## config.mk

```make
export PLATFORM = sky130hd
export DESIGN_NAME = cache_mem_bridge
export DESIGN_NICKNAME = d
export VERILOG_FILES = /design/src/rtl/cache_pkg.sv /design/src/rtl/cache_mem_bridge.sv
export SDC_FILE = /design/constraint.sdc
export NUM_CORES = 1
export LEC_CHECK = 0
export BUFFER_PORTS_ARGS = -buffer_cell sky130_fd_sc_hd__buf_4
export CORE_AREA = 2 2 169 171
export DETAILED_ROUTE_END_ITERATION = 6
export DIE_AREA = 0 0 171 173
export PLACE_DENSITY = 0.75
export SKIP_LAST_GASP = 1
export SYNTH_ARGS = -nofsm -noshare
export SYNTH_HDL_FRONTEND = slang
export SYNTH_SLANG_ARGS = --single-unit
export TNS_END_PERCENT = 5
```

## constraint.sdc

```tcl
create_clock -name clk -period 6.12 [get_ports clk]
set_input_delay 1.224 -clock clk [delete_from_list [all_inputs] [get_ports clk]]
set_output_delay 1.224 -clock clk [all_outputs]
set_load 0.02 [all_outputs]
```

## src/rtl/cache_pkg.sv

```systemverilog
// Shared cache types: bridge FSM state encoding and default geometry.
package cache_pkg;

    localparam int ADDR_W_DEFAULT         = 32;
    localparam int WORD_W_DEFAULT         = 32;
    localparam int WORDS_PER_LINE_DEFAULT = 4;

    // Geometry derived from the defaults; modules re-derive from their own parameters.
    localparam int DEF_BEAT_W   = $clog2(WORDS_PER_LINE_DEFAULT);
    localparam int DEF_OFFSET_W = DEF_BEAT_W + $clog2(WORD_W_DEFAULT / 8);

    typedef enum logic [2:0] {
        BR_IDLE    = 3'd0,
        BR_WB_REQ  = 3'd1,
        BR_RD_REQ  = 3'd2,
        BR_RD_WAIT = 3'd3,
        BR_DONE    = 3'd4
    } bridge_state_t;

endpackage

```

## src/rtl/cache_mem_bridge.sv

```systemverilog
// Memory-side line-transfer engine: optional dirty-victim write-back followed
// by a word-by-word refill, then a one-cycle ready_mem pulse to the controller.
//
// Request channel handshake: a beat transfers on a rising edge where
// mem_req_valid && mem_req_ready. While valid is high and ready is low, the
// request fields (we/addr/wdata) are held stable because they decode only from
// registered state, beat counter and latched data. Read data returns on
// mem_rsp_valid (no ready back-pressure) and is only accepted in RD_WAIT; a
// response at any other time is dropped. Only one read is ever outstanding.
module cache_mem_bridge
    import cache_pkg::*;
#(
    parameter int ADDR_W         = ADDR_W_DEFAULT,
    parameter int WORD_W         = WORD_W_DEFAULT,
    parameter int WORDS_PER_LINE = WORDS_PER_LINE_DEFAULT
) (
    input  logic                             clk,
    input  logic                             rst,
    input  logic                             read_en_mem,
    input  logic                             write_en_mem,
    input  logic [ADDR_W-1:0]                miss_addr,
    input  logic [ADDR_W-1:0]                wb_addr,
    input  logic [WORD_W*WORDS_PER_LINE-1:0] wb_line,
    output logic                             ready_mem,
    output logic [WORD_W*WORDS_PER_LINE-1:0] refill_line,
    output logic                             busy,
    output logic                             mem_req_valid,
    output logic                             mem_req_we,
    output logic [ADDR_W-1:0]                mem_req_addr,
    output logic [WORD_W-1:0]                mem_req_wdata,
    input  logic                             mem_req_ready,
    input  logic                             mem_rsp_valid,
    input  logic [WORD_W-1:0]                mem_rsp_rdata,
    output logic [2:0]                       dbg_state
);

    localparam int BYTES_PER_WORD = WORD_W / 8;
    localparam int BEAT_W         = $clog2(WORDS_PER_LINE);
    localparam int BYTE_OFF_W     = $clog2(BYTES_PER_WORD);
    localparam int OFFSET_W       = BEAT_W + BYTE_OFF_W;
    localparam logic [ADDR_W-1:0] OFFSET_MASK = ADDR_W'((64'd1 << OFFSET_W) - 64'd1);
    localparam logic [BEAT_W-1:0] LAST_BEAT   = BEAT_W'(WORDS_PER_LINE - 1);

    bridge_state_t     state;
    bridge_state_t     next_state;
    logic [BEAT_W-1:0] beat;
    logic [ADDR_W-1:0] wb_base;
    logic [ADDR_W-1:0] rd_base;
    logic [ADDR_W-1:0] beat_off;
    logic [WORD_W-1:0] victim [WORDS_PER_LINE];
    logic [WORD_W-1:0] refill [WORDS_PER_LINE];
    logic              last_beat;

    function automatic logic [ADDR_W-1:0] line_base(input logic [ADDR_W-1:0] a);
        return a & ~OFFSET_MASK;
    endfunction

    assign last_beat = (beat == LAST_BEAT);
    assign dbg_state = state;

    // State register.
    always_ff @(posedge clk) begin
        if (rst) begin
            state <= BR_IDLE;
        end else begin
            state <= next_state;
        end
    end

    // Next-state decode; write-back takes priority and always chains into refill.
    always_comb begin
        next_state = state;
        case (state)
            BR_IDLE: begin
                if (write_en_mem) begin
                    next_state = BR_WB_REQ;
                end else if (read_en_mem) begin
                    next_state = BR_RD_REQ;
                end
            end
            BR_WB_REQ: begin
                if (mem_req_ready && last_beat) begin
                    next_state = BR_RD_REQ;
                end
            end
            BR_RD_REQ: begin
                if (mem_req_ready) begin
                    next_state = BR_RD_WAIT;
                end
            end
            BR_RD_WAIT: begin
                if (mem_rsp_valid) begin
                    next_state = last_beat ? BR_DONE : BR_RD_REQ;
                end
            end
            BR_DONE: next_state = BR_IDLE;
            default: next_state = BR_IDLE;
        endcase
    end

    // Request fields and status decode from registered state and latched data only.
    always_comb begin
        ready_mem     = 1'b0;
        busy          = (state != BR_IDLE);
        mem_req_valid = 1'b0;
        mem_req_we    = 1'b0;
        mem_req_addr  = '0;
        mem_req_wdata = '0;
        beat_off      = ADDR_W'(beat) << BYTE_OFF_W;
        case (state)
            BR_WB_REQ: begin
                mem_req_valid = 1'b1;
                mem_req_we    = 1'b1;
                mem_req_addr  = wb_base | beat_off;
                mem_req_wdata = victim[beat];
            end
            BR_RD_REQ: begin
                mem_req_valid = 1'b1;
                mem_req_addr  = rd_base | beat_off;
            end
            BR_DONE: ready_mem = 1'b1;
            default: ;
        endcase
    end

    // Datapath: latch addresses/victim at accept, step the beat counter, fill the line buffer.
    always_ff @(posedge clk) begin
        if (rst) begin
            beat    <= '0;
            wb_base <= '0;
            rd_base <= '0;
            for (int i = 0; i < WORDS_PER_LINE; i++) begin
                victim[i] <= '0;
                refill[i] <= '0;
            end
        end else begin
            case (state)
                BR_IDLE: begin
                    if (write_en_mem) begin
                        wb_base <= line_base(wb_addr);
                        rd_base <= line_base(miss_addr);
                        beat    <= '0;
                        for (int i = 0; i < WORDS_PER_LINE; i++) begin
                            victim[i] <= wb_line[i*WORD_W +: WORD_W];
                        end
                    end else if (read_en_mem) begin
                        rd_base <= line_base(miss_addr);
                        beat    <= '0;
                    end
                end
                BR_WB_REQ: begin
                    // Wraps to 0 after the last beat, ready for the refill.
                    if (mem_req_ready) begin
                        beat <= beat + BEAT_W'(1);
                    end
                end
                BR_RD_WAIT: begin
                    if (mem_rsp_valid) begin
                        refill[beat] <= mem_rsp_rdata;
                        beat         <= beat + BEAT_W'(1);
                    end
                end
                default: ;
            endcase
        end
    end

    // Flatten the line buffer: word i at [i*WORD_W +: WORD_W].
    always_comb begin
        refill_line = '0;
        for (int i = 0; i < WORDS_PER_LINE; i++) begin
            refill_line[i*WORD_W +: WORD_W] = refill[i];
        end
    end

endmodule

```

* After elaboration in Yosys (flattened, before gate mapping)
Memory sizes are Yosys's and may differ from the RTL's. A register that Yosys moved wholly into a read port is not among the register bits.
Index checks and enable logic that the tools add are counted.
** Operators by class
- Muxes and demuxes :: 38
- Bitwise operators :: 6
- Eq/ne operators :: 10
- Add/sub/neg operators :: 1
- Reductions and logical operators :: 11
** Operators with widths (number)
- 32-bit 2-to-1 mux :: 8
- 32-bit by 4-bit OR with 32-bit output :: 2
- 32-bit case mux with 2 select lines :: 1
- 32-bit OR reduction :: 1
- 3-bit 2-to-1 mux :: 6
- 1-bit 2-to-1 mux :: 14
- 2-bit 2-to-1 mux :: 7
- 3-bit case mux with 4 select lines :: 1
- 2-bit inequality test (second input constant) :: 4
- 4-bit AND reduction :: 2
- 3-bit by 2-bit equality test with 1-bit output (second input constant) :: 2
- 2-bit case mux with 3 select lines :: 1
- 3-bit nonzero test :: 2
- 1-bit OR :: 4
- 2-bit AND reduction :: 2
- 3-bit by 1-bit equality test with 1-bit output (second input constant) :: 1
- 3-bit equality test (second input constant) :: 1
- 3-bit zero test :: 1
- 3-bit inequality test (second input constant) :: 1
- 2-bit by 1-bit adder with 2-bit output (second input constant) :: 1
- 2-bit equality test (second input constant) :: 1
- 2-bit nonzero test :: 1
- 2-bit OR reduction :: 1
- 1-bit logical AND :: 1
** Storage, ports and cells
- Flip-flop bits (word level) :: 65
- Logic and storage cells :: 72
- Memories :: 2
- Bits in writable memories :: 256
- Output and inout port bits :: 199
** Memory list
- refill :: words 4, width 32, read ports 4, clocked after memory_dff 0, wr ports 4, line cache_mem_bridge.sv:51 : logic [WORD_W-1:0] refill [WORDS_PER_LINE];
- victim :: words 4, width 32, read ports 1, clocked after memory_dff 1, wr ports 4, line cache_mem_bridge.sv:50 : logic [WORD_W-1:0] victim [WORDS_PER_LINE];

* Logic depth before layout (Yosys ltp)
Gate-level depths: netlist of the first run.
- Word-level depth :: 6
- Mapped depth :: 6

* Worst setup path before layout of the first run
Ideal clock, no wire load.
- Kind :: input -> register
- Start :: in write_en_mem
- End :: mem victim[0][0] (netlist name), enable pin
- Path buffers :: 2
- Stages :: 5
- Data required time :: 5.639 ns
- Setup slack :: 1.287 ns
- Data arrival time :: 4.352 ns
- Cells stage by stage :: nor4b_2 -> nor2_1 -> clkbuf_1 -> buf_2 -> inv_1
** RTL lines
- start: declaration :: line cache_mem_bridge.sv:20 : input logic write_en_mem,
- end: declaration :: line cache_mem_bridge.sv:50

* Worst setup path after layout of the first run
- Start :: reg state[0] (netlist: dbg_state[0])
- End :: out mem_req_wdata[10]
** Between the ends
- Cells in the longest elaborated chain, start to end :: 2
** Ends and longest elaborated chain
- start: declaration :: line cache_mem_bridge.sv:44 : bridge_state_t state;
- start signal: assignment :: line cache_mem_bridge.sv:66 : state <= next_state;
- 3-bit by 1-bit equality test with 1-bit output :: line cache_mem_bridge.sv:110 : case (state)
- 32-bit 2-to-1 mux :: line cache_mem_bridge.sv:110
- end: declaration :: line cache_mem_bridge.sv:30 : output logic [WORD_W-1:0] mem_req_wdata,
Every way passes these cells.

==> flow_metrics.tcl, run 1 <==
set metrics [dict create \
    outcome "completed" \
    seqPwrFrac_pct 46.8 \
    rsz0062_at_grt "no" \
    combPwrFrac_pct 17.2 \
    start_kind "flop" \
    wl_per_cell_um 19.6 \
    min_path_type "flop to flop" \
    ant_nets 0 \
    core_area_mm2 0.0276 \
    ys_types 38 \
    io_pins 429 \
    switching_share_pct 25.1 \
    place_area_mm2 0.0166 \
    clk_path_buf_depth 3 \
    cpLargestDelayFamily "simple AND/OR/NAND/NOR gates" \
    report.final.setup_viol 0 \
    gp_congestion 0.820 \
    grt_first_pass_wirelength_mm 50.4 \
    maxSlewHeadroom_pct 20.5 \
    critical_path.max_stage_delay_ps 870 \
    synth_top_area_share_pct 58.5 \
    synth_cells 904 \
    grtUsageTotal_pct 22.2 \
    power_frac_clock_pct 36.0 \
    fmax_mhz 233 \
    cts_resized 0 \
    power_leakage_nw 7.40 \
    crit_buf_inv 2 \
    start_util_pct 47.6 \
    fp.dieArea_mm2 0.0296 \
    final_nets 1533 \
    cts_tree "done" \
    post_drt_via_cell_ratio 5.15 \
    layout-drive-gt1-share_pct 39.9 \
    tns_ps 0 \
    ir_worst_vdd_mv 0.259 \
    antenna_found_initial 0 \
    drc 0 \
    cts_made_buffers 34 \
    internal_power_mw 4.37 \
    clkLatencyLatePin_ps 490 \
    setup_ws_ps 1820 \
    finalCriticalPeriod_ps 4300 \
    cp_max_fo 43 \
    syn_to_final_growth_pct 34.9 \
    cts_sinks 319 \
    drtIter0Drc 636 \
    h-tree-depth 2 \
    slew_viol_final 0 \
    vias 8785 \
    syn-cell-area_mm2 0.0131 \
    p_total_mw 5.83 \
    drv_cap 0 \
    cts_post_setup_buffers_inserted 0 \
    routed_wl_mm 33.5 \
    synthTopCellsByArea "edfxtp_1 (58%), and2_1 (14%), dfxtp_1 (9.6%), mux4_2 (5.7%), a22o_1 (3.7%)" \
    pre_cts_ws_ps 2330 \
    critical_path_required_ps 4900 \
    fp.dieH_um 173 \
    synth.ff_latch_count 319 \
    clock-root-buffer "clkbuf_16" \
    synth_area_leader_cell "edfxtp_1" \
    diodes 0 \
    io_buffers 418 \
    async_flop_share_pct 0 \
    globalRouteOverflowTotal 0 \
    cp_cell_sequence "nand2b_1 > nor2_4 > buf_4 > and2_1 > buf_4" \
    cp.arrival_ps 3080 \
    design_area_mm2 0.0177 \
    p_sw_mw 1.46 \
    finalCritPeriodShare_pct 70.2 \
    dr.pass1.iters 5 \
    hpwlAfterDp_mm 22.9 \
    critPathKind "flop to primary output" \
    hold_buffers 0 \
    synth_edf_count 256 \
    crit_path_frequent_cell "buf_4" \
    seq_area_frac_synth_pct 68.1 \
    tightest_slew_ps 1190 \
    slowest_stage "nor2_4" \
    fin_skew_ps 9.28 \
    grt_pass1_vias 8994 \
    ys.flop_type "edfxtp_1" \
    hold_viol 0 \
    clk_pin_slew_worst_paths_ps 60 \
    yosysWarnings 0 \
    die_x_um 171 \
    postSynthAreaPerCell_um2 14.5 \
    grt_start_max_net_pins 95 \
    p_per_area_mw_per_mm2 329 \
    end_kind "primary output" \
    fp-row-count 61 \
]
[layer usage]
layer,vias to the layer above,share of wire (%),global-route usage [%]
met5,-,0,0
met4,0,3.3,8.40
met3,58,9.9,7.37
met2,419,50,38.3
met1,4236,37,25.4
li1,4072,-,-
[metrics by stage]
| stage | hold WS (ps) | utilization [%] | cells |
|---|---|---|---|
| 4_1_cts | 476 | 64.2 | 1705 |
| 5_1_grt | 496 | 64.2 | 1705 |
| 3_3_place_gp | 461 | 60.0 | 1644 |
| 2_1_floorplan | 450 | - | 905 |
| 3_5_place_dp | 467 | 60.0 | 1644 |
| 6_report | 480 | 64.2 | 1705 |
[worst min-delay path, stage by stage, from the launching register on]
cell     delay [ps]
dfxtp_1         310
o21ai_0          60
a21oi_1          60
[power by group through the flow]
stage,combinational [mW],sequential [mW],clock (mW)
finish,1.00,2.73,2.10
global route,1.08,2.75,2.23
CTS,1.01,2.73,2.14
detailed placement,1.01,2.78,0
global placement,0.994,2.76,0
floorplan,0.581,2.78,0
[logic make-up (layout without fill, tap and decap cells)]
logic type,Yosys count,in the layout,share of synthesized area (%)
AOI/OAI and AO/OA,121,121,6.44
xor gates and xnor gates,1,1,0.0666
adders and majority gates,1,1,0.0952
buffers and inverters,75,497,2.62
DFF,319,319,68.1
muxes,36,36,5.89
other,1,2,0.0285
and+or+nand+nor,350,350,16.8
[cell usage after synthesis, drive strengths merged, types with 2 or more instances]
master / instances
inv: 6
nor2b: 3
dfxtp: 63
nor4b: 2
nor3b: 3
a22o: 56
nand3: 29
clkbuf: 42
buf: 27
o21ai: 29
and2: 292
mux2i: 2
a31o: 2
nor2: 7
o21bai: 2
mux4: 33
edfxtp: 256
a21oi: 29
nor3: 3
nand4b: 2
or2: 2
nand2b: 4
[registers in the layout, indices dropped and copies added, names as in the netlist, named ones only]
name and cells:
refill 128, victim 128, rd_base 28, wb_base 28
dbg_state 3, beat 2
[placed cells by master, fill, tap and decap left out, types with 2 or more instances in the layout]
cell / count
or2_2: 2
mux4_2: 33
and2_1: 292
clkinvlp_4: 2
clkbuf_1: 7
nor2_1: 3
a31o_2: 2
clkinv_1: 9
edfxtp_1: 256
bufinv_16: 5
o21ai_0: 29
conb_1: 2
dfxtp_2: 2
nand3_1: 29
buf_4: 430
a22o_1: 56
nor3_2: 2
nor2b_1: 2
nor2_2: 3
dfxtp_1: 61
nand2b_1: 4
clkbuf_16: 37
nor3b_1: 3
inv_1: 5
mux2i_1: 2
a21oi_1: 29
[layout make-up]
class                   count  area [um^2]
fillers                  2076         9900
clock inverters            17          204
repair buffers            430         3230
inverters                   6         25.0
clock buffers              44          952
flip-flops and latches    319         8950
multi-input cells         511         3890
well taps                 378          473
[path summary, 6_finish.rpt]
kind,startpoint,end,slack [ps],cells after the start
max reg2reg,dbg_state[2],victim[0][30],3310,5
max,dbg_state[0],mem_req_wdata[10],1820,5
min,rd_base[28],rd_base[28],480,2
min reg2reg,rd_base[28],rd_base[28],480,2
(Power assumes the default switching activity.)
==> inputs of run 2 (changes only) <==
--- a/config.mk
+++ b/config.mk
@@ -6,10 +6,9 @@
 export NUM_CORES = 1
 export LEC_CHECK = 0
 export BUFFER_PORTS_ARGS = -buffer_cell sky130_fd_sc_hd__buf_4
-export CORE_AREA = 2 2 169 171
+export CORE_UTILIZATION = 46
 export DETAILED_ROUTE_END_ITERATION = 6
-export DIE_AREA = 0 0 171 173
-export PLACE_DENSITY = 0.75
+export PLACE_DENSITY = 0.76
 export SKIP_LAST_GASP = 1
 export SYNTH_ARGS = -nofsm -noshare
 export SYNTH_HDL_FRONTEND = slang
==> constraint.sdc (replaced) <==
create_clock -name clk -period 3.8 [get_ports clk]
set_input_delay 0.76 -clock clk [delete_from_list [all_inputs] [get_ports clk]]
set_output_delay 0.76 -clock clk [all_outputs]
set_load 0.02 [all_outputs]
==> run 2 against run 1 <==
Against the previous run:
- worst hold slack worse by 18 ps
- wire length down 0.13%
- final area is essentially flat
- non-clock buffer count rose by 2
- utilization decreased by 0.67 points
- global-route usage increased by 0.090 points
- sequential share of layout area hardly changed
- critical endpoint is now mem_req_wdata[13]
==> flow_metrics.tcl, run 2 (same netlist as run 1, synthesis figures left out) <==
set metrics [dict create \
    setup_ws_ps 446 \
    mostFrequentLayoutCell "buf_4" \
    syn_to_final_growth_pct 34.9 \
    grt_pass1_vias 8717 \
    final_core_util_pct 63.5 \
    clock-root-buffer "clkbuf_16" \
    regArea_mm2 0.00895 \
    vias 8834 \
    grtUsageTotal_pct 22.2 \
    h-tree-depth 2 \
    cts_made_buffers 34 \
    grt_start_max_net_pins 157 \
    clk_pin_slew_worst_paths_ps 60 \
    post_drt_via_cell_ratio 5.17 \
    end_kind "primary output" \
    maxSlewHeadroom_pct 27.7 \
    hold_buffers 0 \
    mostFrequentLayoutCells "buf_4 (427), and2_1 (292), edfxtp_1 (256)" \
    place_area_mm2 0.0166 \
    routed_wl_mm 33.5 \
    io_buffers 418 \
    grt_first_pass_wirelength_mm 48.9 \
    multi_input_area_mm2 0.00389 \
    holdWs_ps 461 \
    start_kind "flop" \
    drc 0 \
    hold_viol 0 \
    drv_cap 0 \
    ant_nets 0 \
    core_area_mm2 0.0279 \
    finalCriticalPeriod_ps 3350 \
    critical_path_required_ps 3040 \
    min_path_type "input port to flop" \
    slowest_stage "dfxtp_1" \
    fp.dieArea_mm2 0.0293 \
    critPathKind "flop to primary output" \
    fp.dieH_um 171 \
    rsz0062_at_grt "no" \
    dp_cells 1646 \
    drtIter0Drc 661 \
    p_total_mw 9.26 \
    antenna_found_initial 2 \
    cts_sinks 319 \
    dr.pass1.iters 5 \
    crit_buf_inv 2 \
    tightest_slew_ps 1080 \
    clk_path_buf_depth 3 \
    cp_max_fo 40 \
    critical_path.max_stage_delay_ps 730 \
    p_per_area_mw_per_mm2 522 \
    cp.arrival_ps 2590 \
    fp-row-count 61 \
    slew_viol_final 0 \
    io_pins 429 \
    finalCritPeriodShare_pct 88.3 \
    pre_cts_ws_ps 926 \
    wl_per_cell_um 19.6 \
    cts_resized 0 \
    design_area_mm2 0.0177 \
    cts_post_setup_buffers_inserted 0 \
    layout-drive-gt1-share_pct 39.9 \
    ir_worst_vdd_mv 0.458 \
    n_fill_cell 2044 \
    gp_congestion 0.785 \
    tns_ps 0 \
    cpLargestDelayFamily "simple AND/OR/NAND/NOR gates" \
    report.final.setup_viol 0 \
    top_regs "refill x128, victim x128" \
    final_cells 1710 \
    clkLatencyLatePin_ps 500 \
    final_nets 1535 \
    cp_cell_sequence "nand2b_1 > nor2_4 > buf_12 > and2_1 > buf_4" \
    fmax_mhz 298 \
    die_x_um 171 \
    hpwlAfterDp_mm 22.8 \
    start_util_pct 47.1 \
    globalRouteOverflowTotal 0 \
    outcome "completed" \
    fin_skew_ps 13.9 \
    cts_tree "done" \
    power_leakage_nw 7.40 \
]
run 2: cell types whose count changed in the layout (fill, tap and decap cells not counted):
cell	before	now
clkbuf_1	7	11
buf_12	0	5
buf_4	430	427
bufinv_16	5	2
nor2_2	3	2
diode_2	0	2
inv_4	1	0
clkinv_2	0	5
clkinv_1	9	6
nor2_1	3	4
clkinvlp_2	1	0
run 2: worst register-to-register path: stages (launching register included):
cell	delay [ps]
dfxtp_1	830
nand4b_2	310
inv_1	150
a31o_2	830
run 2: worst paths after layout:
kind                                   start                end  slack, ps  cells past startpoint
worst max register to register  dbg_state[1]      refill[3][22]       1270                      3
worst max-delay path            dbg_state[0]  mem_req_wdata[13]        450                      5
worst min register to register    rd_base[7]         rd_base[7]        480                      2
worst min-delay path              wb_addr[6]         wb_base[6]        460                      2
run 2: area by class of cell:
class                           instances  area share, %
Antenna cell                            2         0.0282
Tap cell                              378           2.67
Sequential cell                       319           50.5
Timing Repair Buffer                  432           18.6
Clock buffer                           48           5.45
Inverter                                6          0.148
Multi-Input combinational cell        511           21.9
Clock inverter                         14          0.649
run 2: report_power, final:
group | internal [mW] | total (mW) | switching, mW | leakage (nW)
sequential | 4.21 | 4.40 | 0.190 | 3.21
combinational | 0.756 | 1.65 | 0.896 | 3.66
clock | 1.91 | 3.21 | 1.30 | 0.526
run 2: routing by layer:
layer	track usage, %	up-vias	share of wire (%)
li1	-	4079	-
met1	26.3	4283	37
met2	38.9	418	51
met3	6.45	54	9.6
met4	7.03	0	2.4
met5	0	-	0
==> inputs of run 3 (changes only) <==
--- a/config.mk
+++ b/config.mk
@@ -5,10 +5,11 @@
 export SDC_FILE = /design/constraint.sdc
 export NUM_CORES = 1
 export LEC_CHECK = 0
-export BUFFER_PORTS_ARGS = -buffer_cell sky130_fd_sc_hd__buf_4
-export CORE_UTILIZATION = 46
+export CORE_AREA = 2 2 165 167
 export DETAILED_ROUTE_END_ITERATION = 6
-export PLACE_DENSITY = 0.76
+export DIE_AREA = 0 0 167 169
+export DONT_BUFFER_PORTS = 1
+export PLACE_DENSITY = 0.67
 export SKIP_LAST_GASP = 1
 export SYNTH_ARGS = -nofsm -noshare
 export SYNTH_HDL_FRONTEND = slang
==> constraint.sdc (replaced) <==
create_clock -name clk -period 3.8 [get_ports clk]
set_input_delay 0.76 -clock clk [delete_from_list [all_inputs] [get_ports clk]]
set_output_delay 0.76 -clock clk [all_outputs]
set_load 0.1 [all_outputs]
==> run 3 against run 2 <==
Against the previous run:
- cell count decreased by 22%
- sequential power up 10%
- die area decreased by 3.5%
- clock skew rose by 3.8 ps
- flip-flop and latch count did not move
- fmax shrank 6.4%
- critical endpoint is now mem_req_addr[20]
==> flow_metrics.tcl, run 3 (same netlist as run 1, synthesis figures left out) <==
set metrics [dict create \
    clk_path_buf_depth 3 \
    finalCriticalPeriod_ps 3580 \
    cp_max_fo 28 \
    tns_ps 0 \
    hold_buffers 0 \
    drv_cap 0 \
    cts_tree "done" \
    cp.arrival_ps 2820 \
    fp.dieArea_mm2 0.0282 \
    ir_worst_vdd_mv 0.466 \
    hold_depth 1 \
    grt_start_max_net_pins 93 \
    clkLatencyLatePin_ps 500 \
    post_drt_via_cell_ratio 5.59 \
    finalCritPeriodShare_pct 94.3 \
    top_regs "refill x128, victim x128" \
    cts_made_buffers 35 \
    cts_post_setup_buffers_inserted 0 \
    power_leakage_nw 5.76 \
    critical_path_required_ps 3040 \
    mostFrequentLayoutCells "and2_1 (292), edfxtp_1 (256), buf_4 (70)" \
    cts_resized 0 \
    gp_congestion 0.786 \
    syn_to_final_growth_pct 16.3 \
    drtIter0Drc 593 \
    grt_first_pass_wirelength_mm 46.7 \
    io_pins 429 \
    p_total_mw 10.0 \
    maxSlewHeadroom_pct 20.7 \
    p_per_area_mw_per_mm2 657 \
    io_buffers 0 \
    layout-drive-gt1-share_pct 19.8 \
    rr_worst_depth 6 \
    hpwlAfterDp_mm 21.3 \
    antenna_found_initial 7 \
    final_cells 1330 \
    fin_skew_ps 17.7 \
    start_kind "flop" \
    hold_viol 0 \
    holdWs_ps 356 \
    h-tree-depth 2 \
    dp_cells 1264 \
    end_kind "primary output" \
    cts_sinks 319 \
    setup_ws_ps 217 \
    n_fill_cell 2075 \
    regArea_mm2 0.00896 \
    report.final.setup_viol 0 \
    outcome "completed" \
    mostFrequentLayoutCell "and2_1" \
    grt_pass1_vias 7543 \
    ant_nets 0 \
    wl_per_cell_um 23.6 \
    min_path_type "input port to flop" \
    slew_viol_final 0 \
    clk_pin_slew_worst_paths_ps 60 \
    rsz0062_at_grt "no" \
    final_nets 1191 \
    core_area_mm2 0.0265 \
    die_x_um 167 \
    drc 0 \
    fp-row-count 60 \
    start_util_pct 49.6 \
    tightest_slew_ps 1190 \
    multi_input_area_mm2 0.00391 \
    fmax_mhz 279 \
    clock-root-buffer "clkbuf_16" \
    vias 7430 \
    grtUsageTotal_pct 21.7 \
    pre_cts_ws_ps 661 \
    fp.dieH_um 169 \
    globalRouteOverflowTotal 0 \
    dr.pass1.iters 4 \
    critPathKind "flop to primary output" \
    routed_wl_mm 31.4 \
]
==> run 3: final timing paths <==
kind | from | end | slack, ps
hold reg to reg | rd_base[21] | rd_base[21] | 470
setup / recovery | dbg_state[1] | mem_req_addr[20] | 220
hold / removal | rst | rd_base[10] | 360
setup reg to reg | dbg_state[0] | refill[0][18] | 1200
==> run 3: layout make-up <==
type / instances / share of cell area, %
sequential: 319 / 58.6
clock buffer: 42 / 5.90
tap: 341 / 2.79
multi-input combinational: 511 / 25.6
clock inverter: 20 / 1.19
antenna: 4 / 0.0655
inverter: 6 / 0.172
timing repair buffer: 87 / 5.71
==> run 3: worst max-delay path, cell delays in order (launching register included) <==
cell     delay, ps
dfxtp_4        690
and2_1        1000
a22o_1         310
buf_4          300
==> run 3: layer usage <==
layer	global-route usage, %	wire (um)	vias to the layer above
met1	25.9	11800	3607
met4	7.57	934	6
met2	37.0	15900	359
met5	0	45	-
met3	7.29	2700	73
li1	-	-	3385
==> run 3: metrics by stage <==
step           utilization (%)  area (um^2)
5_1_grt                   57.7        15300
3_5_place_dp              53.5        14200
3_3_place_gp              53.5        14200
4_1_cts                   57.6        15300
6_report                  57.7        15300
2_1_floorplan                -        13200
==> run 3: power breakdown <==
group | switching, mW | internal (mW) | total, mW
Combinational | 1.40 | 0.571 | 1.97
Sequential | 0.640 | 4.21 | 4.85
Clock | 1.32 | 1.90 | 3.22
